**config.mk**
```make
export PLATFORM = sky130hd
export DESIGN_NAME = nn_act_flat
export DESIGN_NICKNAME = d
export VERILOG_FILES = /design/src/rtl/nn_pkg.sv /design/src/rtl/nn_act_if.sv /design/src/rtl/nn_act_fn.sv /design/src/rtl/nn_act.sv /design/src/flat_wrapper.sv
export SDC_FILE = /design/constraint.sdc
export NUM_CORES = 1
export LEC_CHECK = 0
export CORE_MARGIN = 1.5
export CORE_UTILIZATION = 25
export CTS_CLUSTER_DIAMETER = 60
export DETAILED_ROUTE_END_ITERATION = 8
export HOLD_SLACK_MARGIN = 0.02
export PLACE_DENSITY_LB_ADDON = 0.05
export SLEW_MARGIN = 15
export SYNTH_ARGS = -nofsm -noshare
export SYNTH_HDL_FRONTEND = slang
export SYNTH_HIERARCHICAL = 1
export SYNTH_SLANG_ARGS = --single-unit
```
**constraint.sdc**
```tcl
create_clock -name clk -period 3.7 [get_ports clk]
set_input_delay 0.74 -clock clk [delete_from_list [all_inputs] [get_ports clk]]
set_output_delay 0.74 -clock clk [all_outputs]
set_load 0.005 [all_outputs]
```
**src/rtl/nn_pkg.sv**
```systemverilog
// nn_pkg: Q5.10 fixed-point constants, activation encoding and saturation helper shared by nn layers
package nn_pkg;
  localparam int FRAC_BITS = 10;
  typedef logic signed [15:0] q_t;
  localparam q_t ONE = 16'sd1024;
  localparam q_t HALF = 16'sd512;
  localparam q_t Q_MAX = 16'sh7fff;
  localparam q_t Q_MIN = 16'sh8000;
  typedef enum logic [1:0] {
    ACT_ID   = 2'd0,
    ACT_RELU = 2'd1,
    ACT_HSIG = 2'd2,
    ACT_ID3  = 2'd3
  } act_e;
  function automatic q_t sat17(input logic signed [16:0] v);
    return (v[16] != v[15]) ? (v[16] ? Q_MIN : Q_MAX) : q_t'(v[15:0]);
  endfunction
endpackage

```
**src/rtl/nn_act_if.sv**
```systemverilog
// nn_act_if: input, output and bias-write signals of the nn_act activation stage
interface nn_act_if #(parameter int IDX_W = 4);
  logic idx_clr;
  logic in_valid;
  logic in_ready;
  logic signed [15:0] in_z;
  logic [1:0] act_sel;
  logic bias_we;
  logic [IDX_W-1:0] bias_addr;
  logic signed [15:0] bias_wdata;
  logic out_valid;
  logic out_ready;
  logic signed [15:0] out_y;
  logic [IDX_W-1:0] out_idx;
  modport master (
    output idx_clr, in_valid, in_z, act_sel, bias_we, bias_addr, bias_wdata, out_ready,
    input in_ready, out_valid, out_y, out_idx
  );
  modport slave (
    input idx_clr, in_valid, in_z, act_sel, bias_we, bias_addr, bias_wdata, out_ready,
    output in_ready, out_valid, out_y, out_idx
  );
endinterface

```
**src/rtl/nn_act_fn.sv**
```systemverilog
// nn_act_fn: combinational activation y = f(s, act_sel); hard sigmoid present only with NN_ACT_SIGMOID_EN
module nn_act_fn
  import nn_pkg::*;
(
  input  q_t   s,
  input  act_e act_sel,
  output q_t   y
);
  q_t relu;
  assign relu = s[15] ? '0 : s;
`ifdef NN_ACT_SIGMOID_EN
  q_t h;
  q_t hsig;
  assign h = (s >>> 2) + HALF;
  assign hsig = h[15] ? '0 : (h > ONE) ? ONE : h;
  assign y = (act_sel == ACT_HSIG) ? hsig : (act_sel == ACT_RELU) ? relu : s;
`else
  assign y = (act_sel == ACT_RELU || act_sel == ACT_HSIG) ? relu : s;
`endif
endmodule

```
**src/rtl/nn_act.sv**
```systemverilog
// nn_act: bias add, saturation and activation in a two-stage valid/ready pipeline (NN_ACT_SIGMOID_EN enables hard sigmoid)
module nn_act
  import nn_pkg::*;
#(
  parameter int N_NEURON = 16,
  parameter int IDX_W = 4
) (
  input logic clk,
  input logic rst_n,
  nn_act_if.slave bus
);
  localparam logic [IDX_W-1:0] LAST = IDX_W'(N_NEURON - 1);
  q_t bias [N_NEURON];
  q_t b;
  q_t s_sat;
  q_t s1;
  q_t y_fn;
  q_t y;
  logic [IDX_W-1:0] cnt;
  logic [IDX_W-1:0] idx1;
  logic [IDX_W-1:0] idx2;
  act_e act1;
  logic v1, v2, en1, en2, acc;
  assign en2 = !v2 || bus.out_ready;
  assign en1 = !v1 || en2;
  assign acc = bus.in_valid && en1;
  assign bus.in_ready = en1;
  assign bus.out_valid = v2;
  assign bus.out_y = y;
  assign bus.out_idx = idx2;
  assign b = bias[cnt];
  assign s_sat = sat17($signed({bus.in_z[15], bus.in_z}) + $signed({b[15], b}));
  nn_act_fn u_fn (.s(s1), .act_sel(act1), .y(y_fn));
  // bias register file, written independently of the data handshake
  always_ff @(posedge clk) begin
    if (!rst_n) begin
      for (int i = 0; i < N_NEURON; i++) bias[i] <= '0;
    end else if (bus.bias_we && 32'(bus.bias_addr) < N_NEURON) begin
      bias[bus.bias_addr] <= bus.bias_wdata;
    end
  end
  // neuron index counter: clear wins over the increment of a simultaneous accept
  always_ff @(posedge clk) begin
    if (!rst_n || bus.idx_clr) begin
      cnt <= '0;
    end else if (acc) begin
      cnt <= (cnt == LAST) ? '0 : cnt + 1'b1;
    end
  end
  // pipeline registers: stage 1 holds the saturated sum, stage 2 the activated output
  always_ff @(posedge clk) begin
    if (!rst_n) begin
      v1 <= 1'b0;
      v2 <= 1'b0;
      s1 <= '0;
      idx1 <= '0;
      act1 <= ACT_ID;
      y <= '0;
      idx2 <= '0;
    end else begin
      if (en1) v1 <= bus.in_valid;
      if (acc) begin
        s1 <= s_sat;
        idx1 <= cnt;
        act1 <= act_e'(bus.act_sel);
      end
      if (en2) v2 <= v1;
      if (en2 && v1) begin
        y <= y_fn;
        idx2 <= idx1;
      end
    end
  end
endmodule

```
**src/flat_wrapper.sv**
```systemverilog
// flat-port wrapper written by rule: the top's interface ports become plain ports
module nn_act_flat import nn_pkg::*;
#(
  parameter int N_NEURON = 16,
  parameter int IDX_W = 4
)
  (clk, rst_n, bus_idx_clr, bus_in_valid, bus_in_z, bus_act_sel, bus_bias_we, bus_bias_addr, bus_bias_wdata, bus_out_ready, bus_in_ready, bus_out_valid, bus_out_y, bus_out_idx);
  nn_act_if #(.IDX_W(IDX_W)) bus_i ();
  input logic clk;
  input logic rst_n;
  input wire logic [$bits(bus_i.idx_clr)-1:0] bus_idx_clr;
  input wire logic [$bits(bus_i.in_valid)-1:0] bus_in_valid;
  input wire logic [$bits(bus_i.in_z)-1:0] bus_in_z;
  input wire logic [$bits(bus_i.act_sel)-1:0] bus_act_sel;
  input wire logic [$bits(bus_i.bias_we)-1:0] bus_bias_we;
  input wire logic [$bits(bus_i.bias_addr)-1:0] bus_bias_addr;
  input wire logic [$bits(bus_i.bias_wdata)-1:0] bus_bias_wdata;
  input wire logic [$bits(bus_i.out_ready)-1:0] bus_out_ready;
  output wire logic [$bits(bus_i.in_ready)-1:0] bus_in_ready;
  output wire logic [$bits(bus_i.out_valid)-1:0] bus_out_valid;
  output wire logic [$bits(bus_i.out_y)-1:0] bus_out_y;
  output wire logic [$bits(bus_i.out_idx)-1:0] bus_out_idx;
  assign bus_i.idx_clr = bus_idx_clr;
  assign bus_i.in_valid = bus_in_valid;
  assign bus_i.in_z = bus_in_z;
  assign bus_i.act_sel = bus_act_sel;
  assign bus_i.bias_we = bus_bias_we;
  assign bus_i.bias_addr = bus_bias_addr;
  assign bus_i.bias_wdata = bus_bias_wdata;
  assign bus_i.out_ready = bus_out_ready;
  assign bus_in_ready = bus_i.in_ready;
  assign bus_out_valid = bus_i.out_valid;
  assign bus_out_y = bus_i.out_y;
  assign bus_out_idx = bus_i.out_idx;
  nn_act #(.N_NEURON(N_NEURON), .IDX_W(IDX_W)) u_core (.clk(clk), .rst_n(rst_n), .bus(bus_i));
endmodule
```
### Word-level counts from Yosys, hierarchy flattened

Memories as Yosys holds them, arrays and structs flattened. A register that Yosys moved wholly into a read port is not among the register bits.
Cells that the tools add are included.

| cells by class | value |
|---|---|
| add/sub/neg operators | 2 |
| equal/unequal tests | 4 |
| mux-type cells | 14 |
| reductions and logical operators | 10 |

Operator list:

| operator | number |
|---|---|
| $mux W16 | 4 |
| $add A16 B16 Y17 | 1 |
| $mux W4 | 4 |
| $reduce_or A16 Y1 | 1 |
| $mux W15 | 1 |
| $mux W1 | 5 |
| $add A4 B1 Y4 const B | 1 |
| $eq A4 B4 Y1 const B | 1 |
| $logic_or A1 B1 Y1 | 4 |
| $logic_not A1 Y1 | 3 |
| $eq A2 B1 Y1 const B | 1 |
| $eq A2 B2 Y1 const B | 1 |
| $logic_and A1 B1 Y1 | 2 |
| $ne A1 B1 Y1 | 1 |

| word-level totals | value |
|---|---|
| register bits | 48 |
| memory bits (writable) | 256 |
| logic and storage cells | 39 |
| memories | 1 |

Memory list:

| name | words | bits a word | read ports | clocked after Yosys merged registers in | wr ports | line | RTL |
|---|---|---|---|---|---|---|---|
| u_core.bias | 16 | 16 | 1 | 1 | 16 | nn_act.sv:13 | `q_t bias [N_NEURON];` |

### Longest topological paths before layout

| logic depth | value |
|---|---|
| depth in word-level cells | 6 |
| depth in mapped cells | 16 |

### Hierarchy

The synthesis kept the hierarchy.

Modules (own cells, without submodules):

| module | instances | cells an instance | area an instance (um2) | seq. area each (um2) |
|---|---|---|---|---|
| nn_act | 1 | 1010 | 14243.7 | 8728.4 |
| nn_act_fn | 1 | 20 | 152.6 | 0.0 |

### Least setup slack after synthesis

No wires, ideal clock.

| path | value |
|---|---|
| path kind | flip-flop to flip-flop |
| from | register with a tool-made name |
| to | register u_core.s1[13] |
| arrival time | 3.549 ns |
| required time | 3.634 ns |
| setup slack | 0.085 ns |
| stages on the path, launching flop included | 14 |
| buffers on the path | 2 |
| period minus slack after synthesis | 3.615 ns |
| cells stage by stage | dfxtp_1 -> buf_2 -> buf_2 -> mux4_2 -> mux4_2 -> ha_1 -> a21o_1 -> a21o_1 -> a21o_1 -> a21oi_1 -> a21bo_2 -> xnor2_1 -> maj3_2 -> a21oi_2 |

RTL lines:

| what | line | RTL |
|---|---|---|
| to (signal assigned) | nn_act.sv:63 | `s1 <= s_sat;` |
| to (decl) | nn_act.sv:16 | `q_t s1;` |

==> summary.md <==
| Metric | Value |
|---|---|
| Status | `completed` |
| Layout cell share with drive strength beyond 1 | `approximately 26%` |
| WL per Instance | `23.3 microns` |
| Placer Congestion | `approximately 0.79` |
| Clk pwr share | `approximately 44%` |
| Vias/cell | `between 4 and 5` |
| CP Data Arrival Time | `roughly 4200 ps` |
| H-tree level count | `2` |
| Cell variety after synth | `57` |
| Final setup fails | `0` |
| Via count | `approximately 9000` |
| Commonest non-fill, non-tap cell in the layout | `and2_1` |
| Area share of fa/ha/maj cells after synthesis | `approximately 1.8%` |
| Mapped Nets | `1092` |
| Worst setup path class | `flip-flop to flip-flop` |
| Final Max Tran Viols | `0` |
| Largest family of logic cells by synthesized area | `simple AND/OR/NAND/NOR gates` |
| Cts hold-fix bufs | `0` |
| CTS Buf Count | `43` |
| DRT antenna net count | `0` |
| Clock buffer depth | `3` |
| R2R Setup Slk | `~7.2 ps` |
| I/O pin total | `66` |
| Synth Area in Compound Gates | `between 6 and 7%` |
| DRT iter0 DRCs | `between 400 and 500` |
| HP Class | `flip-flop to flip-flop` |
| Drt drc | `0` |
| Core area | `between 0.05 and 0.06 sq mm` |
| P_leak | `around 6.4 nW` |
| Seq cells post-synth | `approximately 300` |
| End of the critical path | `u_core/s1[1]` |
| Yosys warns | `6` |
| Gate power share | `11.8%` |
| Largest net degree at the start of global routing | `62` |
| Sw Pwr | `between 2 and 2.5 mW` |
| Worst Tran Pin Value | `about 830 ps` |
| P&R area growth vs syn | `28.6%` |
| Diode count | `0` |
| First-pass GRT wire length | `roughly 66000 microns` |
| Clock root cell | `clkbuf_16` |
| Reg-to-reg critical path endpoint | `u_core/s1[1]` |
| RSZ-0062 raised after global routing | `true` |
| Switching share of power | `between 20% and 30%` |
| Maximum VDD drop | `~0.27 mV` |
| Ys async rst share | `0%` |
| Fin area | `approximately 0.019 sq mm` |
| Die area | `between 0.05 and 0.06 sq mm` |
| Vias in the first global route | `about 9000` |
| Kind of end point of the critical path | `flip-flop` |
| Post-synthesis mux area share | `12.6%` |
| Number of flops mapped to enable cells by yosys | `256` |
| Pwr Density | `about 500 mW/mm^2` |
| Max transition margin | `between 40% and 50%` |
| Final WL | `45800 microns` |
| Clock Latency Late Sink | `approximately 570 ps` |
| CTS tree | `built` |
| Critical Path Source Type | `flip-flop` |
| Sequential power share | `roughly 44%` |
| Area after DPL | `0.0167 sq mm` |
| Final Hold Viols | `0` |
| Mean Syn Cell Area | `14.0 sq um` |
| Initial core utilization | `between 20 and 30%` |
| Total track usage | `between 10% and 20%` |
| Post-synthesis cell count | `about 1000` |
| GRT Residual Overflow | `0` |
| Largest fanout on the critical path | `5` |
| Worst EP required | `roughly 4200 ps` |
| Row count | `87` |
| Int Power | `6.98 mW` |
| Tcrit/Tclk final | `~100%` |
| Sequential share of the synthesized area | `between 60% and 70%` |
| Most frequent cells in the layout | `258 x and2_1, 256 x edfxtp_1, 84 x buf_4, 80 x mux4_2, 70 x nand2_1` |
| Hold slack | `461 ps` |
| Max-cap violations | `0` |
| Die Ht | `approximately 240 microns` |
| Antenna violations before repair | `4` |
| Drt pass-1 iters | `4` |
| Fmax | `~270 MHz` |
| Final #Nets | `roughly 1200` |
| Die Span X | `243 microns` |
| Clk pin slew, worst setup/hold paths | `roughly 60 ps` |
| Hpwl dp | `just over 30000 microns` |
| Worst Skew | `between 20 and 25 ps` |
| Port bufs | `between 60 and 70` |
| Netlist Area Pre-Place | `0.0144 sq mm` |
| Sink Count | `308` |
| Post-synthesis xor/xnor area fraction | `1.08%` |
| Post-route minimum period | `between 3000 and 4000 ps` |
| Reg2Reg Depth | `14` |
| Simple-gate share of the synthesized area | `14.8%` |
| Top FF cell, synth | `edfxtp_1` |
flip-flops by register name (all words and copies together), names as in the netlist, named ones only:
signal and flops:
u_core/cnt 4, u_core/act1 2, u_core/v1 1, u_core/bus.out_valid 1, u_core/bus.out_y 16, u_core/idx1 4, u_core/bias 256, u_core/bus.out_idx 4
u_core/s1 16
what timing repair did:
| action | in CTS | in global routing |
|---|---|---|
| buffers inserted | 0 | 16 |
| gates cloned | 0 | 3 |
| pin swaps | 0 | 23 |
| resized for setup | 3 | 38 |
| endpoints found under the setup margin | 4 | 16 |
layout make-up:
class	count	area, sq um
clock inverter	13	139
multi-input combinational	645	5600
inverter	5	18.8
tap	756	946
fill	5598	38100
sequential	308	8740
timing repair buffer	177	1830
clock buffer	62	1240
synth_stat cells, types with 17 or more instances:
| master | number | area [sq um] |
|---|---|---|
| dfxtp_1 | 52 | 1040 |
| nor2_1 | 20 | 75.1 |
| o21ai_0 | 32 | 160 |
| a21oi_1 | 38 | 190 |
| a21boi_0 | 38 | 285 |
| mux4_2 | 80 | 1800 |
| nand2_1 | 70 | 263 |
| clkbuf_1 | 56 | 210 |
| and2_1 | 258 | 1610 |
| ha_1 | 17 | 213 |
| edfxtp_1 | 256 | 7690 |
kinds of logic after synthesis:
family                     count (synthesis)
AOI/OAI and AO/OA                        152
xor gates and xnor gates                  16
adders and majority gates                 20
buffers and inverters                     77
DFF                                      308
muxes                                     81
and+or+nand+nor                          376
routing by layer:
layer	GRT usage, %	part of all wire (%)	vias up
li1	-	-	4095
met4	4.38	2.1	0
met3	2.34	3.9	60
met2	25.9	48	174
met1	21.0	46	4434
met5	0	0	-
worst max-delay path, stage by stage, from the launching register on:
cell and delay (ps):
dfxtp_4 390, buf_6 140, buf_16 150, buf_12 120
mux4_2 520, mux4_2 510, ha_4 300, o21a_1 150
o211ai_1 120, a31oi_1 230, o22a_2 220, nand2_2 80
a22o_1 230, maj3_2 330, a21oi_2 110
how the worst min path moves through the flow:
stage          cells past startpoint               endpoint             startpoint  slack (ps)
6_report                           2    u_core/bus.out_y[7]    u_core/bus.out_y[7]         460
5_1_grt                            2  u_core/bus.out_idx[2]  u_core/bus.out_idx[2]         480
4_1_cts                            2  u_core/bus.out_idx[2]  u_core/bus.out_idx[2]         470
3_5_place_dp                       2  u_core/bus.out_idx[2]  u_core/bus.out_idx[2]         460
3_3_place_gp                       2   u_core/bus.out_y[15]   u_core/bus.out_y[15]         450
2_1_floorplan                      2  u_core/bus.out_idx[0]         u_core/idx1[0]         440
power groups by stage:
| stage | Combinational (mW) | Sequential, mW | Clock (mW) |
|---|---|---|---|
| 2_1_floorplan | 0.551 | 4.06 | 0 |
| 3_3_place_gp | 0.994 | 4.10 | 0 |
| 3_5_place_dp | 0.991 | 4.10 | 0 |
| 4_1_cts | 0.998 | 4.03 | 4.21 |
| 5_1_grt | 1.18 | 4.04 | 4.33 |
| 6_report | 1.09 | 4.02 | 4.06 |
stage by stage:
stage	utilization (%)	worst slack, ps	total power [mW]	cells	setup TNS, ps
3_5_place_dp	29.4	-25.8	5.09	1872	-44.6
4_1_cts	31.9	-27.6	9.23	1947	-32.3
6_report	32.7	7.22	9.17	1966	0
5_1_grt	32.7	-71.5	9.55	1966	-538
3_3_place_gp	29.4	4.03	5.09	1872	0
2_1_floorplan	-	84.8	4.61	1030	0
No activity file was read; power rests on OpenSTA's default activity.
